--- config.mk ---
export PLATFORM = sky130hd
export DESIGN_NAME = cp0_unit
export DESIGN_NICKNAME = d
export VERILOG_FILES = /design/src/rtl/cp0_pkg.sv /design/src/rtl/cp0_timer.sv /design/src/rtl/cp0_unit.sv
export SDC_FILE = /design/constraint.sdc
export NUM_CORES = 1
export LEC_CHECK = 0
export CAP_MARGIN = 40
export CELL_PAD_IN_SITES_DETAIL_PLACEMENT = 0
export CELL_PAD_IN_SITES_GLOBAL_PLACEMENT = 1
export CORE_AREA = 2 2 130 94
export CTS_CLUSTER_SIZE = 24
export DETAILED_ROUTE_END_ITERATION = 16
export DIE_AREA = 0 0 132 96
export GPL_TIMING_DRIVEN = 1
export PLACE_DENSITY = 0.84
export RECOVER_POWER = 100
export SLEW_MARGIN = 0
export SYNTH_ARGS = -nofsm -noshare
export SYNTH_HDL_FRONTEND = slang
export SYNTH_SLANG_ARGS = --single-unit
--- constraint.sdc ---
create_clock -name clk -period 3.05 [get_ports clk]
set_clock_uncertainty 0.2 [all_clocks]
set_input_delay 0.4575 -clock clk [delete_from_list [all_inputs] [get_ports clk]]
set_output_delay 0.4575 -clock clk [all_outputs]
set_load 0.01 [all_outputs]
--- src/rtl/cp0_pkg.sv ---
// Shared CP0 definitions: register numbers, SR/Cause field positions,
// exception codes and the exception vector.
package cp0_pkg;

  localparam logic [4:0] CP0_REG_COUNT   = 5'd9;
  localparam logic [4:0] CP0_REG_COMPARE = 5'd11;
  localparam logic [4:0] CP0_REG_SR      = 5'd12;
  localparam logic [4:0] CP0_REG_CAUSE   = 5'd13;
  localparam logic [4:0] CP0_REG_EPC     = 5'd14;

  localparam int SR_IE_BIT     = 0;
  localparam int SR_EXL_BIT    = 1;
  localparam int SR_IM_LO      = 10;
  localparam int SR_IM_HI      = 15;
  localparam int CAUSE_EXC_LO  = 2;
  localparam int CAUSE_EXC_HI  = 6;
  localparam int CAUSE_IP_LO   = 10;
  localparam int CAUSE_IP_HI   = 15;
  localparam int CAUSE_BD_BIT  = 31;

  localparam logic [4:0] EXC_INT  = 5'd0;
  localparam logic [4:0] EXC_ADEL = 5'd4;
  localparam logic [4:0] EXC_ADES = 5'd5;
  localparam logic [4:0] EXC_RI   = 5'd10;
  localparam logic [4:0] EXC_OV   = 5'd12;

  localparam logic [31:0] CP0_HANDLER_PC = 32'h0000_4180;

  // Restart address of a faulting instruction: a delay-slot instruction
  // restarts at its branch, and the result is always word aligned.
  function automatic logic [31:0] epc_of(input logic [31:0] pc, input logic bd);
    logic [31:0] t;
    t = bd ? (pc - 32'd4) : pc;
    return {t[31:2], 2'b00};
  endfunction

endpackage

--- src/rtl/cp0_timer.sv ---
// Count/Compare timer for CP0; only instantiated when CP0_TIMER_EN is defined.
module cp0_timer (
  input  logic        clk,
  input  logic        reset,
  input  logic        count_we,
  input  logic        compare_we,
  input  logic [31:0] wdata,
  output logic [31:0] count,
  output logic [31:0] compare,
  output logic        pending
);

  logic [31:0] count_r;
  logic [31:0] compare_r;
  logic        pending_r;

  // Free-running counter, compare register and sticky match flag
  always_ff @(posedge clk or negedge reset) begin
    if (!reset) begin
      count_r   <= 32'd0;
      compare_r <= 32'd0;
      pending_r <= 1'b0;
    end else begin
      count_r <= count_we ? wdata : (count_r + 32'd1);
      if (compare_we) begin
        compare_r <= wdata;
        pending_r <= 1'b0;
      end else if (count_r == compare_r) begin
        pending_r <= 1'b1;
      end else begin
        pending_r <= pending_r;
      end
    end
  end

  assign count   = count_r;
  assign compare = compare_r;
  assign pending = pending_r;

endmodule

--- src/rtl/cp0_unit.sv ---
// Coprocessor 0: SR/Cause/EPC, interrupt/exception request and eret target.
// Define CP0_TIMER_EN to add Count/Compare with the timer on hw_int[5].
module cp0_unit
  import cp0_pkg::*;
#(
  parameter logic [31:0] HANDLER_PC = CP0_HANDLER_PC,
  parameter logic [5:0]  IM_RESET   = 6'b000000
) (
  input  logic        clk,
  input  logic        reset,
  input  logic        cp0_we,
  input  logic [4:0]  cp0_addr,
  input  logic [31:0] cp0_wdata,
  output logic [31:0] cp0_rdata,
  input  logic [31:0] m_pc,
  input  logic        m_bd,
  input  logic [4:0]  m_exccode,
  input  logic        m_eret,
  input  logic [5:0]  hw_int,
  output logic        req,
  output logic [31:0] epc_out
);

  if (HANDLER_PC[1:0] != 2'b00) begin : g_bad_vector
    $error("cp0_unit: HANDLER_PC must be word aligned");
  end

  logic [5:0]  im_r;
  logic        exl_r;
  logic        ie_r;
  logic [5:0]  ip_r;
  logic [4:0]  exccode_r;
  logic        bd_r;
  logic [31:0] epc_r;

  logic [5:0]  hw_eff_s;
  logic        int_req_s;
  logic        exc_req_s;
  logic        req_s;
  logic        wr_ok_s;
  logic [31:0] count_s;
  logic [31:0] compare_s;

`ifdef CP0_TIMER_EN
  logic        timer_pending_s;

  cp0_timer u_timer (
    .clk        (clk),
    .reset      (reset),
    .count_we   (wr_ok_s && (cp0_addr == CP0_REG_COUNT)),
    .compare_we (wr_ok_s && (cp0_addr == CP0_REG_COMPARE)),
    .wdata      (cp0_wdata),
    .count      (count_s),
    .compare    (compare_s),
    .pending    (timer_pending_s)
  );

  assign hw_eff_s = {hw_int[5] | timer_pending_s, hw_int[4:0]};
`else
  assign count_s   = 32'd0;
  assign compare_s = 32'd0;
  assign hw_eff_s  = hw_int;
`endif

  // Live interrupt lines, not the registered IP, decide the request
  assign int_req_s = ie_r & ~exl_r & (|(hw_eff_s & im_r));
  assign exc_req_s = ~exl_r & (m_exccode != EXC_INT);
  assign req_s     = (int_req_s | exc_req_s) & reset;
  assign wr_ok_s   = cp0_we & ~req_s;
  assign req       = req_s;

  // mfc0 read mux over pre-edge register values
  always_comb begin
    cp0_rdata = 32'd0;
    case (cp0_addr)
      CP0_REG_SR:    cp0_rdata = {16'd0, im_r, 8'd0, exl_r, ie_r};
      CP0_REG_CAUSE: cp0_rdata = {bd_r, 15'd0, ip_r, 3'd0, exccode_r, 2'd0};
      CP0_REG_EPC:   cp0_rdata = epc_r;
`ifdef CP0_TIMER_EN
      CP0_REG_COUNT:   cp0_rdata = count_s;
      CP0_REG_COMPARE: cp0_rdata = compare_s;
`endif
      default:       cp0_rdata = 32'd0;
    endcase
  end

  // Bypass a same-cycle mtc0 EPC so an immediately following eret sees it
  always_comb begin
    if (wr_ok_s && (cp0_addr == CP0_REG_EPC)) begin
      epc_out = {cp0_wdata[31:2], 2'b00};
    end else begin
      epc_out = epc_r;
    end
  end

  // SR, Cause and EPC update: exception entry, mtc0, eret
  always_ff @(posedge clk or negedge reset) begin
    if (!reset) begin
      im_r      <= IM_RESET;
      exl_r     <= 1'b0;
      ie_r      <= 1'b0;
      ip_r      <= 6'd0;
      exccode_r <= 5'd0;
      bd_r      <= 1'b0;
      epc_r     <= 32'd0;
    end else begin
      ip_r <= hw_eff_s;
      if (req_s) begin
        exl_r     <= 1'b1;
        exccode_r <= int_req_s ? EXC_INT : m_exccode;
        bd_r      <= m_bd;
        epc_r     <= epc_of(m_pc, m_bd);
      end else begin
        if (wr_ok_s && (cp0_addr == CP0_REG_SR)) begin
          im_r <= cp0_wdata[SR_IM_HI:SR_IM_LO];
          ie_r <= cp0_wdata[SR_IE_BIT];
        end
        if (m_eret) begin
          exl_r <= 1'b0;
        end else if (wr_ok_s && (cp0_addr == CP0_REG_SR)) begin
          exl_r <= cp0_wdata[SR_EXL_BIT];
        end
        if (wr_ok_s && (cp0_addr == CP0_REG_EPC)) begin
          epc_r <= {cp0_wdata[31:2], 2'b00};
        end
      end
    end
  end

endmodule

==> results.ini <==
[synth]
yosysSeqAreaShare_pct=36.6
ys.flop_type=dfrtp_1
ys_warn_count=0
postSynth.asyncResetShare_pct=100
synth_top_area_share_pct=36.6
netlist_instances=351
yosysTopAreaCell=dfrtp_1
yosys-top-cells-area=dfrtp_1 37%, mux2i_1 15%, mux2_1 8.9%, and2_1 3.7%, xor2_1 3.7%
synth-edff-count=0
synth_nets=437
syn_area_um2=3560
synth.distinct_cells=43
ys_ff_latch=52
avgSynthCellArea_um2=10.1

[setup_path]
end_kind=output port
worst_setup_path_start_kind=flip-flop
critical-path-top-delay-family=compound AO/OA/AOI/OAI gates
path_class=flip-flop to output port
cp_slowest_cell=dfrtp_1
cpPeakStageDelay_ns=0.41
critical_path_buf_inv_count=4
crit_chain=a22oi_2 -> a31oi_4 -> o311ai_4 -> and2_4 -> buf_6 -> buf_12 -> buf_6 -> mux2_4 -> buf_6
path_common_cell=buf_6
cp.arrival_ns=2.41
critPathMaxFanout=8
worst-endpoint-required_ns=2.39

[clock_tree]
cts_htree_levels=2
cts_buffers=5
cts_sinks=52
clockBufferDepth=2
cts_root_buf=clkbuf_16
holdBufCountCts=0
clkLatencyLatePin_ns=0.29
clk_pin_slew_ns=0.07
cts_tree=built

[timing]
setup_viol=4
post-route-period-util_pct=101
hold_viol=0
fmax_mhz=326
rsz0062_at_grt=yes
hold_slack_ns=0.204
fin_crit_ns=3.07
fin_ws_ns=-0.0182
max-slew-margin-rel_pct=10.3
worst_pin_slew_ns=1.35
maxSlewViolCount=0

[power]
combPwrFrac_pct=37.0
p_int_uw=1660
p_switching_uw=737
leakagePower_uw=0.00247
swShare_pct=30.7
cellPowerDensity_nw_per_um2=416
clockPowerShare_pct=24.1
seqPwrFrac_pct=38.9
vdd.ir_drop.worst_uv=224

[global_routing]
track_usage_pct=18.9
grt_max_degree=53
antenna_found_initial=0
grt_pass1_wl_um=18500
grt-ovfl-total=0
first_global_vias=3413

[finish]
stdcell_count=681
drive_gt1_share_pct=23.7
n_fill_cell=1066
nNetsFinal=609
multiInputGateArea_um2=2260
synthToLayoutAreaGrowth_pct=62.0
regArea_um2=1300
stdcell_area_um2=5770
diodes=0

[routing]
first_pass_iters=4
drt_wl_total_um=11900
vias_per_cell=4.92
ant_nets=0
drtIter0Drc=105
wl_per_cell_um=17.5
drc_errors=0
vias=3349

[placement]
gp_congestion=0.792
dp.cells=659
placed_cell_area_um2=5350
port_buffers=147
dp_hpwl_um=8710

[die]
die_x_um=132
start_util_pct=31.1
io_pins=150
die_area_um2=12700
rows=33
coreArea_um2=11400
dieHeight_um=96

[outcome]
violations=setup timing
outcome=finished, violations left

[job]
max_cap_violations=0

[worst_hold_path]
hold_class=input port to flip-flop

state kept, by name (all words and copies together), names as in the netlist:
name / flops
exccode_r: 5
ip_r: 6
epc_r: 32
im_r: 6
ie_r: 1
exl_r: 1
bd_r: 1
cells in the mapped netlist (2+ instances only):
cell      count
inv_1         5
dfrtp_1      52
mux2_1       28
or4_1         3
nor4_1        5
a22oi_1      10
buf_6         3
o21ai_0      11
and2_1       21
mux2_2       10
nor2_1       16
nor3_1       10
a22o_1        6
clkbuf_1      9
or3_1         2
xnor2_1      12
xor2_1       15
nand2_1      23
nor4bb_1      2
a21oi_1       9
buf_2        10
nor3b_1       3
nand4_1       4
nor2b_1       5
nand3_1       6
mux2i_1      54
cells by family after synthesis:
kind of cell,after synthesis,synth area share [%]
simple gates,111,17.7
buf+inv,27,3.83
xor+xnor,27,6.64
mux,92,27.2
compound gates,41,7.70
flops,52,36.6
fa+ha+maj,1,0.351
timing repair:
| action | CTS | global route |
|---|---|---|
| endpoints found under the setup margin | 61 | 33 |
| gates resized for setup | 175 | 48 |
| pin swaps | 5 | 6 |
| gates cloned | 3 | 0 |
| buffers inserted | 11 | 1 |
placed cells by master, fill, tap and decap left out, types with 12 or more instances in the layout:
cell and n:
nand2_1 23, xor2_1 15, clkdlybuf4s50_1 91, dlygate4sd2_1 14
mux2_4 22, dfrtp_1 52, and2_1 20, mux2i_1 54
nor2_1 16, buf_6 30, buf_4 25, xnor2_1 12
worst paths after layout:
kind | from | to | slack, ns | cells past startpoint
worst min-delay path | hw_int[0] | ip_r[0]$_DFF_PN0_ | 0.20 | 1
worst max register to register | im_r[0]$_DFFE_PN0P_ | bd_r$_DFFE_PN0N_ | 0.41 | 7
min in group asynchronous | reset | epc_r[30]$_DFF_PN0_ | 0.67 | 2
worst min register to register | exccode_r[3]$_DFFE_PN0N_ | exccode_r[3]$_DFFE_PN0N_ | 0.29 | 2
max in group asynchronous | reset | exccode_r[0]$_DFFE_PN0N_ | 1.16 | 2
worst max-delay path | im_r[0]$_DFFE_PN0P_ | epc_out[15] | -0.02 | 9
through the flow:
| stage | utilization [%] | TNS [ns] | setup slack (ns) | power (µW) |
|---|---|---|---|---|
| final | 50.4 | -0.0492 | -0.0182 | 2400 |
| after global routing | 50.4 | -1.13 | -0.109 | 2540 |
| after CTS | 48.8 | -0.162 | -0.0799 | 2290 |
| after detailed placement | 46.8 | -21.73 | -0.642 | 1750 |
| after global placement | 46.8 | -20.61 | -0.596 | 1730 |
| after floorplan | - | 0 | 0.192 | 1280 |
worst register-to-register path, delay by kind of cell, from the launching register on:
family / cells / cell delay, ns
flops: 1 / 0.41
buf+inv: 3 / 0.80
mux: 1 / 0.41
compound gates: 3 / 0.71
metal layers:
layer | GRT usage (%) | vias up | share of wire, %
met3 | 4.63 | 11 | 6.1
met1 | 26.2 | 1616 | 48
met4 | 3.89 | 0 | 1.1
met2 | 30.1 | 109 | 45
li1 | - | 1613 | -
met5 | 0 | - | 0
final cells by class:
class | count | area share (%)
Tap cell | 157 | 3.41
Inverter | 5 | 0.325
Timing Repair Buffer | 187 | 32.0
Clock inverter | 3 | 0.412
Sequential cell | 52 | 22.6
Multi-Input combinational cell | 272 | 39.2
Clock buffer | 5 | 2.17
power groups by stage:
stage                     sequential, µW  combinational [µW]  clock, µW
after floorplan                      905                 376          0
after global placement               934                 796          0
after detailed placement             940                 815          0
after CTS                            932                 767        595
after global routing                 958                 963        620
final                                935                 887        579
(Power assumes the default switching activity.)
